==> src/rtl/psum_pkg.sv <==
// Shared types, default parameters and the saturation helper for the
// partial-sum accumulation buffer.
package psum_pkg;

    localparam int DEF_DATA_W  = 25;
    localparam int DEF_NUM_PE  = 4;
    localparam int DEF_DEPTH   = 61;
    localparam int DEF_ADDR_W  = 8;
    localparam int DEF_ADD_LAT = 3;

    localparam int SUM_W = DEF_DATA_W + $clog2(DEF_NUM_PE + 1);

    typedef enum logic [1:0] {
        IDLE,
        INIT,
        ACC,
        DRAIN
    } state_t;

    // Clamp a wide signed value into the signed range of w bits.
    function automatic logic signed [63:0] sat_to_width(input logic signed [63:0] v,
                                                        input int w);
        logic signed [63:0] hi;
        logic signed [63:0] lo;
        hi = (64'sd1 <<< (w - 1)) - 64'sd1;
        lo = -(64'sd1 <<< (w - 1));
        if (v > hi) begin
            return hi;
        end else if (v < lo) begin
            return lo;
        end
        return v;
    endfunction

endpackage

==> src/rtl/psum_adder_tree.sv <==
// Enable-gated saturating adder: sums NUM_PE PE outputs plus the buffered
// partial sum, then carries the result through ADD_LAT pipeline stages.
module psum_adder_tree
    import psum_pkg::*;
#(
    parameter int DATA_W  = DEF_DATA_W,
    parameter int NUM_PE  = DEF_NUM_PE,
    parameter int ADD_LAT = DEF_ADD_LAT,
    parameter int TAG_W   = 2
) (
    input  logic                     clk,
    input  logic                     rst_n,
    input  logic                     en,
    input  logic                     flush,
    input  logic                     in_valid,
    input  logic [NUM_PE*DATA_W-1:0] in_pe,
    input  logic [DATA_W-1:0]        in_acc,
    input  logic [TAG_W-1:0]         in_tag,
    output logic                     out_valid,
    output logic [DATA_W-1:0]        out_sum,
    output logic                     out_ovf,
    output logic [TAG_W-1:0]         out_tag,
    output logic                     pipe_busy
);

    localparam int SUM_W_L = DATA_W + $clog2(NUM_PE + 1);

    function automatic logic signed [SUM_W_L-1:0] sext(input logic [DATA_W-1:0] x);
        return {{(SUM_W_L - DATA_W){x[DATA_W-1]}}, x};
    endfunction

    logic signed [SUM_W_L-1:0] sum_full;
    logic signed [63:0]        sum_ext;
    logic signed [63:0]        sat_val;
    logic                      sat_ovf;

    // Full-precision sum cannot overflow; clamping happens once at the end.
    always_comb begin
        sum_full = sext(in_acc);
        for (int i = 0; i < NUM_PE; i++) begin
            sum_full = sum_full + sext(in_pe[i*DATA_W +: DATA_W]);
        end
        sum_ext = {{(64 - SUM_W_L){sum_full[SUM_W_L-1]}}, sum_full};
        sat_val = sat_to_width(sum_ext, DATA_W);
        sat_ovf = (sat_val != sum_ext);
    end

    logic [ADD_LAT-1:0] vld_vec;

    genvar gi;
    for (gi = 0; gi < ADD_LAT; gi++) begin : g_stage
        logic              vld_d;
        logic              vld_reg;
        logic              ovf_d;
        logic              ovf_reg;
        logic [DATA_W-1:0] sum_d;
        logic [DATA_W-1:0] sum_reg;
        logic [TAG_W-1:0]  tag_d;
        logic [TAG_W-1:0]  tag_reg;

        if (gi == 0) begin : g_head
            assign vld_d = in_valid;
            assign ovf_d = sat_ovf;
            assign sum_d = sat_val[DATA_W-1:0];
            assign tag_d = in_tag;
        end else begin : g_tail
            assign vld_d = g_stage[gi-1].vld_reg;
            assign ovf_d = g_stage[gi-1].ovf_reg;
            assign sum_d = g_stage[gi-1].sum_reg;
            assign tag_d = g_stage[gi-1].tag_reg;
        end

        // Flush only kills valid bits; stale data behind them is harmless.
        always_ff @(posedge clk or negedge rst_n) begin
            if (!rst_n) begin
                vld_reg <= 1'b0;
                ovf_reg <= 1'b0;
                sum_reg <= '0;
                tag_reg <= '0;
            end else if (flush) begin
                vld_reg <= 1'b0;
            end else if (en) begin
                vld_reg <= vld_d;
                ovf_reg <= ovf_d;
                sum_reg <= sum_d;
                tag_reg <= tag_d;
            end
        end

        assign vld_vec[gi] = vld_reg;
    end

    assign out_valid = g_stage[ADD_LAT-1].vld_reg;
    assign out_sum   = g_stage[ADD_LAT-1].sum_reg;
    assign out_ovf   = g_stage[ADD_LAT-1].ovf_reg;
    assign out_tag   = g_stage[ADD_LAT-1].tag_reg;
    assign pipe_busy = |vld_vec;

endmodule

==> src/rtl/psum_accum_buff.sv <==
// Partial-sum row buffer: accumulates PE beats per column across passes and
// streams the final pass through a valid/ready port with saturation tracking.
module psum_accum_buff
    import psum_pkg::*;
#(
    parameter int DATA_W  = DEF_DATA_W,
    parameter int NUM_PE  = DEF_NUM_PE,
    parameter int DEPTH   = DEF_DEPTH,
    parameter int ADDR_W  = DEF_ADDR_W,
    parameter int ADD_LAT = DEF_ADD_LAT
) (
    input  logic                     clk,
    input  logic                     rst_n,
    input  logic                     cfg_start,
    input  logic [ADDR_W-1:0]        cfg_row_len,
    input  logic                     cfg_abort,
    output logic                     busy,
    output logic                     done,
    output logic                     err_cfg,
    input  logic                     in_valid,
    output logic                     in_ready,
    input  logic                     in_last,
    input  logic [NUM_PE*DATA_W-1:0] pe_data,
    output logic                     out_valid,
    input  logic                     out_ready,
    output logic [DATA_W-1:0]        out_data,
    output logic                     out_last,
    output logic                     ovf_sticky
);

    localparam int IDX_W = (DEPTH > 1) ? $clog2(DEPTH) : 1;
    localparam logic [ADDR_W-1:0] ONE = ADDR_W'(1);

    state_t state_reg;
    state_t state_next;

    logic [ADDR_W-1:0] row_len_reg;
    logic [ADDR_W-1:0] rd_ptr_reg;
    logic [ADDR_W-1:0] wr_ptr_reg;
    logic [ADDR_W-1:0] col_reg;
    logic              out_valid_reg;
    logic              out_last_reg;
    logic [DATA_W-1:0] out_data_reg;
    logic              ovf_sticky_reg;
    logic              done_reg;
    logic              err_cfg_reg;

    logic [DATA_W-1:0] buf_mem [DEPTH];
    logic [DATA_W-1:0] rd_data;
    logic              buf_we;
    logic [DATA_W-1:0] buf_wdata;

    logic              pipe_en;
    logic              handshake;
    logic              accept;
    logic              col_is_last;
    logic              cfg_ok;
    logic              init_end;
    logic              drain_end;
    logic              res_take;
    logic              wb_en;
    logic              out_load;

    logic              p_valid;
    logic              p_ovf;
    logic              p_busy;
    logic [DATA_W-1:0] p_sum;
    logic [1:0]        p_tag;

    assign pipe_en     = !(out_valid_reg && !out_ready);
    assign handshake   = out_valid_reg && out_ready;
    assign accept      = (state_reg == ACC) && in_valid && pipe_en;
    assign col_is_last = (col_reg == row_len_reg - ONE);
    assign cfg_ok      = (cfg_row_len != '0)
                      && (cfg_row_len <= ADDR_W'(DEPTH))
                      && (cfg_row_len >  ADDR_W'(ADD_LAT));
    assign init_end    = (state_reg == INIT) && (wr_ptr_reg == row_len_reg - ONE);
    assign drain_end   = handshake && out_last_reg && !p_busy;

    // Tag bit 1 = beat of the final pass, bit 0 = last column of the row.
    assign res_take = pipe_en && p_valid;
    assign wb_en    = res_take && !p_tag[1];
    assign out_load = res_take && p_tag[1];

    assign rd_data   = buf_mem[rd_ptr_reg[IDX_W-1:0]];
    assign buf_we    = (state_reg == INIT) || wb_en;
    assign buf_wdata = (state_reg == INIT) ? '0 : p_sum;

    always_ff @(posedge clk) begin
        if (buf_we) begin
            buf_mem[wr_ptr_reg[IDX_W-1:0]] <= buf_wdata;
        end
    end

    psum_adder_tree #(
        .DATA_W  (DATA_W),
        .NUM_PE  (NUM_PE),
        .ADD_LAT (ADD_LAT),
        .TAG_W   (2)
    ) u_adder (
        .clk       (clk),
        .rst_n     (rst_n),
        .en        (pipe_en),
        .flush     (cfg_abort),
        .in_valid  (accept),
        .in_pe     (pe_data),
        .in_acc    (rd_data),
        .in_tag    ({in_last, col_is_last}),
        .out_valid (p_valid),
        .out_sum   (p_sum),
        .out_ovf   (p_ovf),
        .out_tag   (p_tag),
        .pipe_busy (p_busy)
    );

    always_ff @(posedge clk or negedge rst_n) begin
        if (!rst_n) begin
            state_reg <= IDLE;
        end else begin
            state_reg <= state_next;
        end
    end

    always_comb begin
        state_next = state_reg;
        if (cfg_abort) begin
            state_next = IDLE;
        end else begin
            case (state_reg)
                IDLE:    if (cfg_start && cfg_ok) state_next = INIT;
                INIT:    if (init_end) state_next = ACC;
                ACC:     if (accept && in_last && col_is_last) state_next = DRAIN;
                DRAIN:   if (drain_end) state_next = IDLE;
                default: state_next = IDLE;
            endcase
        end
    end

    always_comb begin
        busy     = (state_reg != IDLE);
        in_ready = (state_reg == ACC) && pipe_en;
    end

    always_ff @(posedge clk or negedge rst_n) begin
        if (!rst_n) begin
            row_len_reg    <= '0;
            rd_ptr_reg     <= '0;
            wr_ptr_reg     <= '0;
            col_reg        <= '0;
            out_valid_reg  <= 1'b0;
            out_last_reg   <= 1'b0;
            out_data_reg   <= '0;
            ovf_sticky_reg <= 1'b0;
            done_reg       <= 1'b0;
            err_cfg_reg    <= 1'b0;
        end else begin
            done_reg    <= 1'b0;
            err_cfg_reg <= 1'b0;
            if (cfg_abort) begin
                rd_ptr_reg    <= '0;
                wr_ptr_reg    <= '0;
                col_reg       <= '0;
                out_valid_reg <= 1'b0;
                out_last_reg  <= 1'b0;
            end else begin
                case (state_reg)
                    IDLE: begin
                        if (cfg_start) begin
                            if (cfg_ok) begin
                                row_len_reg    <= cfg_row_len;
                                ovf_sticky_reg <= 1'b0;
                                rd_ptr_reg     <= '0;
                                wr_ptr_reg     <= '0;
                                col_reg        <= '0;
                            end else begin
                                err_cfg_reg <= 1'b1;
                            end
                        end
                    end
                    INIT: begin
                        wr_ptr_reg <= init_end ? '0 : wr_ptr_reg + ONE;
                    end
                    default: begin
                        if (accept) begin
                            rd_ptr_reg <= (rd_ptr_reg == row_len_reg - ONE) ? '0 : rd_ptr_reg + ONE;
                            col_reg    <= col_is_last ? '0 : col_reg + ONE;
                        end
                        if (wb_en) begin
                            wr_ptr_reg <= (wr_ptr_reg == row_len_reg - ONE) ? '0 : wr_ptr_reg + ONE;
                        end
                        if (state_reg == DRAIN && drain_end) begin
                            done_reg <= 1'b1;
                        end
                    end
                endcase

                // A fresh result may replace the one handshaking this cycle.
                if (out_load) begin
                    out_valid_reg <= 1'b1;
                    out_data_reg  <= p_sum;
                    out_last_reg  <= p_tag[0];
                end else if (handshake) begin
                    out_valid_reg <= 1'b0;
                end

                if (res_take && p_ovf) begin
                    ovf_sticky_reg <= 1'b1;
                end
            end
        end
    end

    assign out_valid  = out_valid_reg;
    assign out_data   = out_data_reg;
    assign out_last   = out_last_reg;
    assign ovf_sticky = ovf_sticky_reg;
    assign done       = done_reg;
    assign err_cfg    = err_cfg_reg;

endmodule

==> config.mk <==
export PLATFORM = sky130hd
export DESIGN_NAME = psum_accum_buff
export DESIGN_NICKNAME = d
export VERILOG_FILES = /design/src/rtl/psum_pkg.sv /design/src/rtl/psum_adder_tree.sv /design/src/rtl/psum_accum_buff.sv
export SDC_FILE = /design/constraint.sdc
export NUM_CORES = 2
export LEC_CHECK = 0
export ABC_AREA = 0
export CORE_ASPECT_RATIO = 0.5
export CORE_UTILIZATION = 35
export DETAILED_ROUTE_END_ITERATION = 8
export GPL_TIMING_DRIVEN = 0
export SETUP_SLACK_MARGIN = 0.5
export SLEW_MARGIN = 20
export SYNTH_ARGS = -nofsm -noshare
export SYNTH_HDL_FRONTEND = slang
export SYNTH_SLANG_ARGS = --single-unit
==> constraint.sdc <==
create_clock -name clk -period 11.6 [get_ports clk]
set_input_delay 2.32 -clock clk [delete_from_list [all_inputs] [get_ports clk]]
set_output_delay 2.32 -clock clk [all_outputs]
set_load 0.02 [all_outputs]
# [Word level (Yosys, flattened, before mapping)]
# Memories as Yosys holds them, arrays and structs flattened.
# Cells that the tools add are included.
[classes] add_sub_neg=8 n_lt_le_gt_ge=4 n_eq_ne=15 mux=51 n_bitwise=2 n_reduce_logical=42
[op_table] cell="$mux 64" count=3
[op_table] cell="$mux 8" count=12
[op_table] cell="$ne 64x28->1" count=1
[op_table] cell="$add 28x25->28" count=2
[op_table] cell="$pmux 8 s2" count=3
[op_table] cell="$gt 28x25->1 const B" count=1
[op_table] cell="$lt 28x25->1 const B" count=1
[op_table] cell="$add 26x25->27" count=1
[op_table] cell="$add 25x25->26" count=1
[op_table] cell="$mux 1" count=26
[op_table] cell="$mux 25" count=1
[op_table] cell="$add 8x1->8 const B" count=3
[op_table] cell="$eq 8x8->1" count=3
[op_table] cell="$logic_and 1x1->1" count=18
[op_table] cell="$reduce_and 4->1" count=4
[op_table] cell="$ne 3x3->1 const B" count=5
[op_table] cell="$mux 2" count=5
[op_table] cell="$reduce_bool 2->1" count=5
[op_table] cell="$gt 8x2->1 const B" count=1
[op_table] cell="$le 8x6->1 const B" count=1
[op_table] cell="$pmux 2 s4" count=1
[op_table] cell="$reduce_bool 8->1" count=1
[op_table] cell="$sub 8x1->8 const B" count=1
[op_table] cell="$reduce_bool 3->1" count=2
[op_table] cell="other kinds (13)" count=20
[totals] ff_bits=151 ramBits=1525 input_bits=115 out_inout_bits=32 elab_cells=146 n_memories=1
[memory_table] memory="buf_mem" words=61 width=25 rd=1 rd_ports_with_merged_regs=0 write_ports=1 line="psum_accum_buff.sv:48" rtl="logic [DATA_W-1:0] buf_mem [DEPTH];"

# [Depth between registers and ports, before layout]
# An unclocked memory read counts as a cell.
[logic_depth] word_depth=10 mapped_depth=31 mapped_depth_nobuf=27

# [Cells and area by module]
# Synthesis repeated with hierarchy kept, for this count alone.
[unflattened] hier_cells=3497 hier_area_um2=69160.1
[by_module_without_submodules] module="psum_accum_buff" instances=1 cells_each=2607 area_per_inst_um2=61695.4 seq_area_each_um2=47395.5
[by_module_without_submodules] module="psum_adder_tree" instances=1 cells_each=890 area_per_inst_um2=7464.7 seq_area_each_um2=2177.1

# [Worst setup path before layout]
# No wires, ideal clock.
[synth_path] path_kind="register to register" startpoint="register rd_ptr_reg[0]" endpoint="register u_adder.g_stage[0].sum_reg[23]" setup_ps=87 t_arrival_ps=8045 required_ps=11513 slack_ps=3468 path_stages_with_launch=30 n_path_buf=4 synth_period_minus_slack_ps=8132 path_cell_list="dfrtp_1 > clkbuf_1 > clkbuf_1 > mux4_2 > mux4_2 > mux4_2 > fa_1 > ha_1 > fa_1 > a21oi_1 > nor2b_1 > a311o_1 > a221oi_1 > o21ai_0 > a211oi_1 > o21bai_1 > xor2_1 > fa_1 > ha_1 > clkbuf_1 > nand3_1 > nor3_1 > nand3_1 > a211oi_1 > nor3_1 > xnor2_1 > a31o_2 > nand2_2 > buf_4 > o211ai_1"
[synth_between] elab_chain_len=9 word_cells_on_any_way=11 classes_between="add/sub (4); order compare (2); mux (4); memory (1)"
[synth_rtl] element="from (decl)" line="psum_accum_buff.sv:38" rtl="logic [ADDR_W-1:0] rd_ptr_reg;"
[synth_rtl] element="from (signal assigned)" line="psum_accum_buff.sv:185" rtl="rd_ptr_reg <= (rd_ptr_reg == row_len_reg - ONE) ? '0 : rd_ptr_reg + ONE;"
[synth_rtl] element="$mem_v2 61x25 (*)"
[synth_rtl] element="$add 25x25->26 (*)" line="psum_adder_tree.sv:41" rtl="sum_full = sum_full + sext(in_pe[i*DATA_W +: DATA_W]);"
[synth_rtl] element="$add 26x25->27 (*)" line="psum_adder_tree.sv:41"
[synth_rtl] element="$add 28x25->28 (*) (2 in series)" line="psum_adder_tree.sv:41"
[synth_rtl] element="$lt 28x25->1" line="psum_pkg.sv:29" rtl="end else if (v < lo) begin"
[synth_rtl] element="$mux 1" line="psum_pkg.sv:29"
[synth_rtl] element="$mux 1" line="psum_pkg.sv:27" rtl="if (v > hi) begin"
[synth_rtl] element="$mux 64 (*)" line="psum_pkg.sv:32" rtl="return v;"
[synth_rtl] element="to (signal assigned)" line="psum_adder_tree.sv:85" rtl="sum_reg <= sum_d;"
[synth_rtl] element="to (decl)" line="psum_adder_tree.sv:57" rtl="logic [DATA_W-1:0] sum_reg;"
# Mark *: on every way between the ends. The rest lies on a longest branch, timed or not.
# A chain may end at the register's enable or synchronous reset.

# [Worst setup path after layout]
[layout_path] startpoint="register rd_ptr_reg[0]" endpoint="register u_adder.g_stage[0].sum_reg[6]"
# The elaborated chain is that of the path after synthesis.

==> results.cfg <==
[power_and_ir_drop]
p_comb_share_pct = 42.6
clockPowerShare_pct = 23.0
peakVddDrop_mv = 0.364
leakagePower_nw = 26.1
p_seq_share_pct = 34.3
powerDensity_mw_per_mm2 = 271
finalPower_mw = 22.0
switching_power_mw = 8.49
power.internal_mw = 13.5
sw_frac_of_total_pct = 38.6

[logic_synthesis]
synth_adder_area_share_pct = 2.66
synthSimpleGateAreaFrac_pct = 3.69
synthMuxAreaShare_pct = 17.0
synthArstFlopShare_pct = 9.01
synth_ff_type = edfxtp_1
syn_area_mm2 = 0.0684
synth_area_per_cell_um2 = 20.2
synth_xor_area_share_pct = 0.999
synth_compound_area_share_pct = 1.94
synth_edf_count = 1525
yosys.area.top_type = edfxtp_1
yosysWarnings = 0
synth_top_area_share_pct = 67.0
seq_area_frac_synth_pct = 72.5
synth_top_family_by_area = multiplexers
synth_nets = 3606
synth.area.top_cells = edfxtp_1 67%, mux4_2 16%, dfrtp_1 5.5%
ys_ff_latch = 1676
syn_inst = 3378
synth_cell_types = 72

[routing]
via_per_inst = 5.47
wire_per_inst_um = 29.0
wirelength_mm = 189
firstDrtPassIters = 8
remaining_drc_errors = 70
ant_nets = 0
routed-via-count = 35600
drt_iter0_drc = 4557

[setup_path]
critPathMaxFanout = 10
path_class = reg -> reg
endpoint_kind = flop
cp-start-kind = flop
max_stage_delay_ns = 0.65
critPathArrivalTime_ns = 11.27
worstPathRequired_ns = 12.29
cp_slowest_cell = mux4_2

[cts]
cts_max_level = 4
cts_buffers = 160
root_buffer = clkbuf_16
cts.sinks = 1676
cts_tree = built
postCtsSetupRepairBufs = 0
hold_buffers = 0
insertion_delay_ns = 0.80
clk_pin_slew_ns = 0.06
clockBufferDepth = 3
ctsResizeCount = 21

[die]
dieArea_mm2 = 0.197
fp.dieW_um = 627
initial_core_util_pct = 35.3
coreArea_mm2 = 0.194
top_level_ports = 147
num_rows = 114
die_h_um = 315

[finish]
stdcell_count = 6520
syn_to_final_growth_pct = 18.6
largest_reg_flops = 1525
drive_gt1_share_pct = 25.9
fin_nets = 4015
n_fill_cell = 16700
final_area_mm2 = 0.0811

[global_routing]
antenna_found_initial = 14
grt_pass1_vias = 36400
grt_pass1_wl_mm = 269
grt_max_degree = 89
overflow = 0
grt_usage_pct = 19.3

[timing]
rsz0062_at_grt = no
hold_violations = 0
slew_headroom_pct = 19.7
post-route-period-util_pct = 91.2
tightest_slew_ns = 1.21
fmax_mhz = 94.5
fin_skew_ns = 0.0344
fin_crit_ns = 10.58
setup_viol = 0
slew_viol_final = 0

[job]
max_cap_viol_count = 0

[placement]
io_buffers = 146
placed_cells = 6235
place_hpwl_mm = 136
routabilityCongestion = 0.857
placed_area_mm2 = 0.0760

[run_status]
violations = design-rule violations
status = complete, but fails checks

[hold_path]
min_path_type = reg -> reg
==> worst paths after layout <==
path | slack (ns) | end | from | depth (start not counted)
worst max-delay path | 1.02 | u_adder.g_stage[0].sum_reg[6] | rd_ptr_reg[0] | 31
worst min register to register | 0.48 | u_adder.g_stage[1].tag_reg[0] | u_adder.g_stage[0].tag_reg[0] | 2
max in group asynchronous | 9.30 | out_data[0] | rst_n | 2
worst max register to register | 1.02 | u_adder.g_stage[0].sum_reg[6] | rd_ptr_reg[0] | 31
worst min-delay path | 0.48 | u_adder.g_stage[1].tag_reg[0] | u_adder.g_stage[0].tag_reg[0] | 2
min in group asynchronous | 1.47 | u_adder.out_sum[15] | rst_n | 1
==> Yosys cell counts, types with 30 or more instances <==
cell and instances:
mux4_2 500, a21oi_1 53, o21ai_0 53, inv_1 50, nand2_1 274, xnor2_1 48, fa_1 54, xor2_1 30
edfxtp_1 1525, nor2_1 115, nand3_1 41, nor2b_1 41, dfrtp_1 151, ha_1 59, clkbuf_1 112
==> final cells by class <==
cell class | count | area (um^2) | share of cell area [%]
clock buffers | 203 | 4330 | 5.33
multi-input cells | 1490 | 18600 | 23.0
clock inverters | 76 | 626 | 0.771
plain buffers | 162 | 724 | 0.893
inverters | 50 | 188 | 0.231
well taps | 2610 | 3270 | 4.03
flip-flops and latches | 1676 | 49600 | 61.1
repair buffers | 247 | 3730 | 4.60
diodes | 6 | 15.0 | 0.0185
==> power groups by stage <==
| stage | Clock (mW) | Sequential, mW | Combinational [mW] |
|---|---|---|---|
| after global placement | 0 | 7.78 | 8.89 |
| final | 5.07 | 7.56 | 9.39 |
| after global routing | 5.34 | 7.57 | 10.0 |
| after floorplan | 0 | 7.65 | 5.51 |
| after detailed placement | 0 | 7.67 | 9.31 |
| after CTS | 5.12 | 7.55 | 9.37 |
==> per-layer routing <==
metal	GRT usage, %	vias up	routed length, um
met1	26.7	19300	77500
met5	0	-	26
li1	-	14500	-
met3	4.09	265	16900
met2	30.5	1556	88900
met4	6.22	4	5900
==> stage by stage <==
step / hold WS, ns / TNS (ns) / setup slack (ns) / util, %
2_1_floorplan: 0.439 / 0 / 3.47 / -
3_3_place_gp: 0.467 / -17.75 / -0.791 / 37.8
3_5_place_dp: 0.464 / -13.86 / -0.691 / 39.3
4_1_cts: 0.482 / 0 / 0.625 / 41.9
5_1_grt: 0.492 / 0 / 0.597 / 41.9
6_report: 0.481 / 0 / 1.02 / 41.9
==> worst max-delay path, delay by kind of cell, from the launching register on <==
kind	cells	cell delay, ns
muxes	3	1.81
DFF	1	0.39
AOI/OAI and AO/OA	12	3.10
buffers and inverters	6	1.92
and+or+nand+nor	5	1.08
adders and majority gates	4	1.63
xor gates and xnor gates	1	0.49
==> cells by family (layout without fill, tap and decap cells) <==
logic type / count (synthesis) / count (layout)
flip-flops: 1676 / 1676
AND/OR/NAND/NOR: 564 / 564
multiplexers: 530 / 530
buffers and inverters: 212 / 738
AO/OA/AOI/OAI: 205 / 205
adder cells (fa/ha/maj): 113 / 113
XOR/XNOR: 78 / 78
other: 0 / 6
==> placed cells by master, fill, tap and decap left out, types with 41 or more instances in the layout <==
master	count
inv_1	50
nand3_1	41
o21ai_0	52
clkbuf_16	166
edfxtp_1	1525
dfrtp_1	151
xnor2_1	45
nor2_4	59
clkdlybuf4s50_1	145
nor2_1	56
ha_1	59
clkbuf_1	117
a21oi_1	53
buf_16	55
fa_1	54
nand2_1	274
mux4_2	500
No activity file was read; power rests on OpenSTA's default activity.
